**src/rtl/serial_out_pkg.sv**
```systemverilog
// Shared constants for the serial_out command path: command codes, frame
// header default, loader FSM states and the mode levels understood by serial_out.
package serial_out_pkg;

   localparam logic [7:0] CMD_LOAD_ONESHOT  = 8'h01;
   localparam logic [7:0] CMD_LOAD_REPEAT   = 8'h02;
   localparam logic [7:0] CMD_STOP          = 8'h03;
   localparam logic [7:0] SYNC_BYTE_DEFAULT = 8'hA5;

   localparam logic MODE_ONE_SHOT = 1'b0;
   localparam logic MODE_REPEAT   = 1'b1;

   typedef enum logic [2:0] {
      S_IDLE = 3'd0,
      S_CMD  = 3'd1,
      S_OUT  = 3'd2,
      S_FREQ = 3'd3,
      S_CHK  = 3'd4,
      S_EXEC = 3'd5
   } loader_state_t;

   function automatic logic is_load_cmd(input logic [7:0] b);
      return (b == CMD_LOAD_ONESHOT) || (b == CMD_LOAD_REPEAT);
   endfunction

endpackage

```
**src/rtl/pattern_loader_gap_timer.sv**
```systemverilog
// gap_timer: counts idle cycles between received bytes and flags expiry
// when the count reaches TIMEOUT_CYCLES-1. Clear has priority over enable.
module gap_timer #(
   parameter int unsigned TIMEOUT_CYCLES = 100000
) (
   input  logic clk,
   input  logic rst_n,
   input  logic i_clear,
   input  logic i_enable,
   output logic o_expire
);

   localparam int unsigned CW = (TIMEOUT_CYCLES > 1) ? $clog2(TIMEOUT_CYCLES) : 1;

   logic [CW-1:0] count;

   assign o_expire = (count == CW'(TIMEOUT_CYCLES - 1));

   // Gap counter: cleared by a byte or idle state, holds once expired
   always_ff @(posedge clk or negedge rst_n) begin
      if (!rst_n) begin
         count <= '0;
      end else if (i_clear) begin
         count <= '0;
      end else if (i_enable && !o_expire) begin
         count <= count + 1'b1;
      end
   end

endmodule

```
**src/rtl/pattern_loader.sv**
```systemverilog
// pattern_loader: assembles framed UART command bytes into output/frequency
// patterns and drives serial_out start/stop/mode.
// Optional feature macro: PATTERN_LOADER_CHKSUM_EN (adds the trailing XOR check byte).
module pattern_loader
   import serial_out_pkg::*;
#(
   parameter int unsigned DATA_BIT       = 32,
   parameter int unsigned TIMEOUT_CYCLES = 100000,
   parameter logic [7:0]  SYNC_BYTE      = SYNC_BYTE_DEFAULT
) (
   input  logic                clk,
   input  logic                rst_n,
   input  logic [7:0]          i_rx_data,
   input  logic                i_rx_done_tick,
   output logic                o_start,
   output logic                o_stop,
   output logic                o_mode,
   output logic [DATA_BIT-1:0] o_output_pattern,
   output logic [DATA_BIT-1:0] o_freq_pattern,
   output logic                o_frame_err
);

   localparam int unsigned NBYTES = DATA_BIT / 8;
   localparam int unsigned CW     = (NBYTES > 1) ? $clog2(NBYTES) : 1;
   localparam logic [CW-1:0] LAST = CW'(NBYTES - 1);

`ifdef PATTERN_LOADER_CHKSUM_EN
   localparam loader_state_t S_AFTER_PAYLOAD = S_CHK;
`else
   localparam loader_state_t S_AFTER_PAYLOAD = S_EXEC;
`endif

   loader_state_t       state, state_next;
   logic [CW-1:0]       cnt;
   logic [DATA_BIT-1:0] out_shadow;
   logic [DATA_BIT-1:0] freq_shadow;
   logic                cmd_repeat;
   logic                cmd_stop;
   logic                expire;
   logic                start_next;
   logic                stop_next;
   logic                err_next;

`ifdef PATTERN_LOADER_CHKSUM_EN
   logic [7:0]          chk;
`endif

   gap_timer #(
      .TIMEOUT_CYCLES(TIMEOUT_CYCLES)
   ) u_gap_timer (
      .clk      (clk),
      .rst_n    (rst_n),
      .i_clear  (i_rx_done_tick || (state == S_IDLE)),
      .i_enable (state != S_IDLE),
      .o_expire (expire)
   );

   // State register
   always_ff @(posedge clk or negedge rst_n) begin
      if (!rst_n) begin
         state <= S_IDLE;
      end else begin
         state <= state_next;
      end
   end

   // Next-state and pulse decode; a byte in the expiry cycle takes priority over the timeout
   always_comb begin
      state_next = state;
      start_next = 1'b0;
      stop_next  = 1'b0;
      err_next   = 1'b0;
      case (state)
         S_IDLE: begin
            if (i_rx_done_tick && (i_rx_data == SYNC_BYTE)) begin
               state_next = S_CMD;
            end
         end
         S_CMD: begin
            if (i_rx_done_tick) begin
               if (is_load_cmd(i_rx_data)) begin
                  state_next = S_OUT;
               end else if (i_rx_data == CMD_STOP) begin
                  state_next = S_AFTER_PAYLOAD;
               end else begin
                  err_next   = 1'b1;
                  state_next = S_IDLE;
               end
            end
         end
         S_OUT: begin
            if (i_rx_done_tick && (cnt == LAST)) begin
               state_next = S_FREQ;
            end
         end
         S_FREQ: begin
            if (i_rx_done_tick && (cnt == LAST)) begin
               state_next = S_AFTER_PAYLOAD;
            end
         end
`ifdef PATTERN_LOADER_CHKSUM_EN
         S_CHK: begin
            if (i_rx_done_tick) begin
               if (i_rx_data == chk) begin
                  state_next = S_EXEC;
               end else begin
                  err_next   = 1'b1;
                  state_next = S_IDLE;
               end
            end
         end
`endif
         S_EXEC: begin
            start_next = !cmd_stop;
            stop_next  = cmd_stop;
            state_next = S_IDLE;
         end
         default: begin
            state_next = S_IDLE;
         end
      endcase
      if (!i_rx_done_tick && expire && (state != S_IDLE) && (state != S_EXEC)) begin
         err_next   = 1'b1;
         state_next = S_IDLE;
      end
   end

   // Byte capture: command flags, byte index and shadow pattern buffers
   always_ff @(posedge clk or negedge rst_n) begin
      if (!rst_n) begin
         cnt         <= '0;
         out_shadow  <= '0;
         freq_shadow <= '0;
         cmd_repeat  <= 1'b0;
         cmd_stop    <= 1'b0;
      end else if (i_rx_done_tick) begin
         case (state)
            S_CMD: begin
               cnt        <= '0;
               cmd_repeat <= (i_rx_data == CMD_LOAD_REPEAT);
               cmd_stop   <= (i_rx_data == CMD_STOP);
            end
            S_OUT: begin
               out_shadow[{cnt, 3'b000} +: 8] <= i_rx_data;
               cnt <= (cnt == LAST) ? '0 : cnt + 1'b1;
            end
            S_FREQ: begin
               freq_shadow[{cnt, 3'b000} +: 8] <= i_rx_data;
               cnt <= (cnt == LAST) ? '0 : cnt + 1'b1;
            end
            default: ;
         endcase
      end
   end

`ifdef PATTERN_LOADER_CHKSUM_EN
   // Running XOR of the command byte and every payload byte
   always_ff @(posedge clk or negedge rst_n) begin
      if (!rst_n) begin
         chk <= '0;
      end else if (i_rx_done_tick) begin
         if (state == S_CMD) begin
            chk <= i_rx_data;
         end else if ((state == S_OUT) || (state == S_FREQ)) begin
            chk <= chk ^ i_rx_data;
         end
      end
   end
`endif

   // Registered outputs: pulses, and pattern/mode update only on an executed load
   always_ff @(posedge clk or negedge rst_n) begin
      if (!rst_n) begin
         o_start          <= 1'b0;
         o_stop           <= 1'b0;
         o_frame_err      <= 1'b0;
         o_mode           <= MODE_ONE_SHOT;
         o_output_pattern <= '0;
         o_freq_pattern   <= '0;
      end else begin
         o_start     <= start_next;
         o_stop      <= stop_next;
         o_frame_err <= err_next;
         if (start_next) begin
            o_output_pattern <= out_shadow;
            o_freq_pattern   <= freq_shadow;
            o_mode           <= cmd_repeat ? MODE_REPEAT : MODE_ONE_SHOT;
         end
      end
   end

endmodule

```
**config.mk**
```make
export PLATFORM = sky130hd
export DESIGN_NAME = pattern_loader
export DESIGN_NICKNAME = d
export VERILOG_FILES = /design/src/rtl/serial_out_pkg.sv /design/src/rtl/pattern_loader_gap_timer.sv /design/src/rtl/pattern_loader.sv
export SDC_FILE = /design/constraint.sdc
export NUM_CORES = 1
export LEC_CHECK = 0
export BUFFER_PORTS_ARGS = -buffer_cell sky130_fd_sc_hd__buf_2
export CORE_MARGIN = 8
export CORE_UTILIZATION = 35
export CTS_BUF_LIST = sky130_fd_sc_hd__clkbuf_16
export DETAILED_ROUTE_END_ITERATION = 12
export SETUP_SLACK_MARGIN = 0.3
export SYNTH_ARGS = -nofsm -noshare
export SYNTH_HDL_FRONTEND = slang
export SYNTH_SLANG_ARGS = --single-unit
```
**constraint.sdc**
```tcl
create_clock -name clk -period 1.8 [get_ports clk]
set_input_delay 0.36 -clock clk [delete_from_list [all_inputs] [get_ports clk]]
set_output_delay 0.36 -clock clk [all_outputs]
set_load 0.01 [all_outputs]
```
==> reports/metrics.csv <==
stage,metric,value,unit
outcome,outcome,"finished, final reports clean",
worst_setup_path,crit_path_end_kind,flop,
synthesis,netlist_area,6730,sq um
worst_setup_path,r2r_cells,7,
worst_hold_path,hold_depth,3,
global_routing,antenna_found_initial,0,
run,cap_violations,0,
timing,fin_crit,1.63,ns
timing,setup_ws,0.170,ns
clock_network,clockBufferDepth,2,
placed_design,dp.cells,785,
clock_network,cts_tree,yes,
timing,grt_setup_unrepaired,yes,
clock_network,clk_pin_slew,0.06,ns
drt,dr.pass1.iters,5,
floorplanning,fp.dieH,155,um
pwr,ir_drop,0.674,mV
timing,maxSlewViolCount,0,
floorplanning,die_area,23900,sq um
drt,num_vias,4320,
worst_hold_path,holdCritStartpoint,i_rx_done_tick,
synthesis,syn-num-nets,487,
synthesis,ys.flop_type,dfrtp_1,
synthesis,async_reset_ff_share,100,%
floorplanning,initial_core_util,35.8,%
worst_setup_path,crit_family,simple AND/OR/NAND/NOR gates,
placed_design,finalWeightedCongestion,0.789,
floorplanning,fp.dieW,155,um
finish,area_growth,38.1,%
drt,drtIter0Drc,226,
worst_hold_path,whs_endpoint,state[1]$_DFFE_PN0P_,
worst_setup_path,cp_cell_sequence,and2b_2 > nand2_2 > nor2_4 > buf_12 > buf_6 > buf_16 > mux2_4,
worst_setup_path,crit-reg2reg-launch,state[1]$_DFFE_PN0P_,
global_routing,grt_use_total,14.0,%
clock_network,clock_latency,0.42,ns
drt,viasPerCell,5.02,
timing,whs,0.320,ns
synthesis,yosys.area.top_type_share,58.0,%
global_routing,grt_pass1_vias,4634,
worst_setup_path,worst_ep_required_time,2.09,ns
synthesis,yosysSeqAreaShare,58.0,%
pwr,power_density,1030,nW/um^2
worst_setup_path,critPathLaunchType,flop,
synthesis,yosysUniqueCellTypes,50,
synthesis,synthesis.instances,470,
finish,fin_cells,860,
synthesis,synth.area.top_cells,"dfrtp_1 (58%), mux2_2 (9.7%), mux2_4 (7.1%)",
synthesis,yosysWarnings,0,
clock_network,cts_sinks,156,
worst_setup_path,slowest_stage,dfrtp_1,
placed_design,numPortBuffers,78,
placed_design,hpwl,10000,um
synthesis,avgSynthCellArea,14.3,sq um
worst_hold_path,hp-class,primary input to flop,
worst_setup_path,cp_max_fo,8,
global_routing,busiest_layer,met2,
timing,finalSetupViolations,0,
drt,drc_errors,0,
global_routing,grt_overflow,0,
worst_setup_path,reg2reg_to,o_output_pattern[14]$_DFFE_PN0P_,
drt,ant_nets,0,
worst_setup_path,cp_num_buf_inv,3,
floorplanning,core,18800,sq um
finish,fin_nets,630,
pwr,power.leakage,4.73,nW
finish,antennaDiodeCount,0,
timing,setup_tns,0,ns
global_routing,use_met1,17.6,%
timing,maxSlewHeadroom,71.3,%
global_routing,grt_util_met3,4.24,%
floorplanning,rows,50,
global_routing,use_met2,22.7,%
synthesis,ys_ff_latch,156,
timing,worstMarginPinSlew,0.430,ns
timing,clock_skew,0.0110,ns
drt,finalWirelength,17000,um
synthesis,synth-edff-count,0,
clock_network,cts_buffers,17,
drt,wl_per_cell,19.7,um
floorplanning,boundaryPins,79,
timing,period_share,90.5,%
worst_setup_path,arrival,1.92,ns
synthesis,synth_top_cell_by_area,dfrtp_1,
worst_setup_path,cp_slowest_stage_delay,0.39,ns
placed_design,place_ws,0.0442,ns
clock_network,cts-root-buf,clkbuf_16,
worst_setup_path,crit_type,flop to flop,
worst_setup_path,path_depth,7,
timing,hold_viol_final,0,
global_routing,grt_max_degree,64,
worst_setup_path,r2r_slack,0.17,ns
clock_network,h-tree-depth,4,
finish,drive_gt1_share,59.6,%
timing,max_freq,614,MHz
global_routing,grt_pass1_wl,26100,um
sequential cells by signal, indices dropped and copies added, names as in the netlist:
register	flops
o_stop	1
state	3
o_output_pattern	32
o_freq_pattern	32
freq_shadow	32
cmd_stop	1
cmd_repeat	1
out_shadow	32
o_mode	1
u_gap_timer.count	17
o_start	1
cnt	2
o_frame_err	1
cell usage after synthesis (2+ instances only):
cell type,count
and2_1,34
dfrtp_1,156
mux2_4,32
or3_1,7
mux2_1,39
o21ai_1,2
buf_4,2
inv_1,7
buf_6,4
mux2_2,58
xor2_1,7
ha_1,6
and3_1,6
nand4bb_1,3
a21oi_1,9
nor3_1,4
nand2_8,4
o31ai_1,3
nand3_1,6
o21ai_0,10
nor3b_1,4
buf_2,3
clkbuf_1,6
nand2_1,18
nand4_1,5
nor2_1,11
what timing repair did:
item | in CTS | in global routing
pin swaps | 10 | 16
hold buffers | 1 | 0
resized for setup | 84 | 76
endpoints found under the setup margin | 139 | 149
setup buffers | 23 | 11
hold endpoints to repair | 38 | 0
gates cloned | 5 | 3
area by class of cell:
type | count | area [sq um]
fillers | 1608 | 9480
flip-flops and latches | 156 | 3910
multi-input cells | 291 | 3280
repair buffers | 140 | 1130
clock buffers | 17 | 425
well taps | 234 | 293
clock inverters | 15 | 229
inverters | 7 | 28.8
stage by stage:
stage                     total power, mW  util (%)  cell area (sq um)
after global routing                 10.0      49.5               9290
after detailed placement             5.12      40.2               7550
after global placement               5.07      40.2               7550
after CTS                            9.48      47.1               8830
after floorplan                      4.70         -               6780
final                                9.60      49.5               9290
cells in the final DEF (no fill, tap or decap), types with 7 or more instances in the layout:
cell type,synthesis,routed
buf_12,1,7
inv_1,7,7
nor2_1,11,10
mux2_2,58,27
o21ai_0,10,9
clkbuf_16,0,20
buf_4,2,36
and2_4,0,32
buf_6,4,11
mux2_4,32,99
buf_2,3,77
nand2_1,18,12
dfrtp_1,156,153
worst max path at each step:
stage,start,end,slack [ns]
after CTS,state[1]$_DFFE_PN0P_,o_freq_pattern[16]$_DFFE_PN0P_,0.17
final,state[1]$_DFFE_PN0P_,o_output_pattern[14]$_DFFE_PN0P_,0.17
after global routing,state[1]$_DFFE_PN0P_,o_freq_pattern[22]$_DFFE_PN0P_,0.13
after global placement,i_rx_done_tick,out_shadow[14]$_DFFE_PN0P_,0.14
after detailed placement,i_rx_done_tick,out_shadow[20]$_DFFE_PN0P_,0.04
after floorplan,state[0]$_DFFE_PN0P_,o_output_pattern[14]$_DFFE_PN0P_,0.26
metal layers:
layer	share of wire, %	wire, um
met1	46	7730
met2	49	8330
met3	4.0	683
met4	1.3	213
met5	0	0
cells by family (layout without fill, tap and decap cells):
family | Yosys count | in the layout | synth area share (%)
mux | 130 | 130 | 23.5
xor+xnor | 8 | 8 | 1.04
simple gates | 115 | 115 | 11.2
compound gates | 32 | 32 | 2.90
buf+inv | 23 | 179 | 2.14
fa+ha+maj | 6 | 6 | 1.12
flops | 156 | 156 | 58.0
power by group:
part,switching (mW),internal (mW),total [mW]
Combinational,0.779,0.951,1.73
Sequential,0.159,3.72,3.88
Clock,1.41,2.58,3.99
tightest hold or removal path, cell delays in order:
cell and delay (ns):
buf_2 0.16, or4b_1 0.13, o21ai_1 0.05
Power figures use the tool's default switching activity.
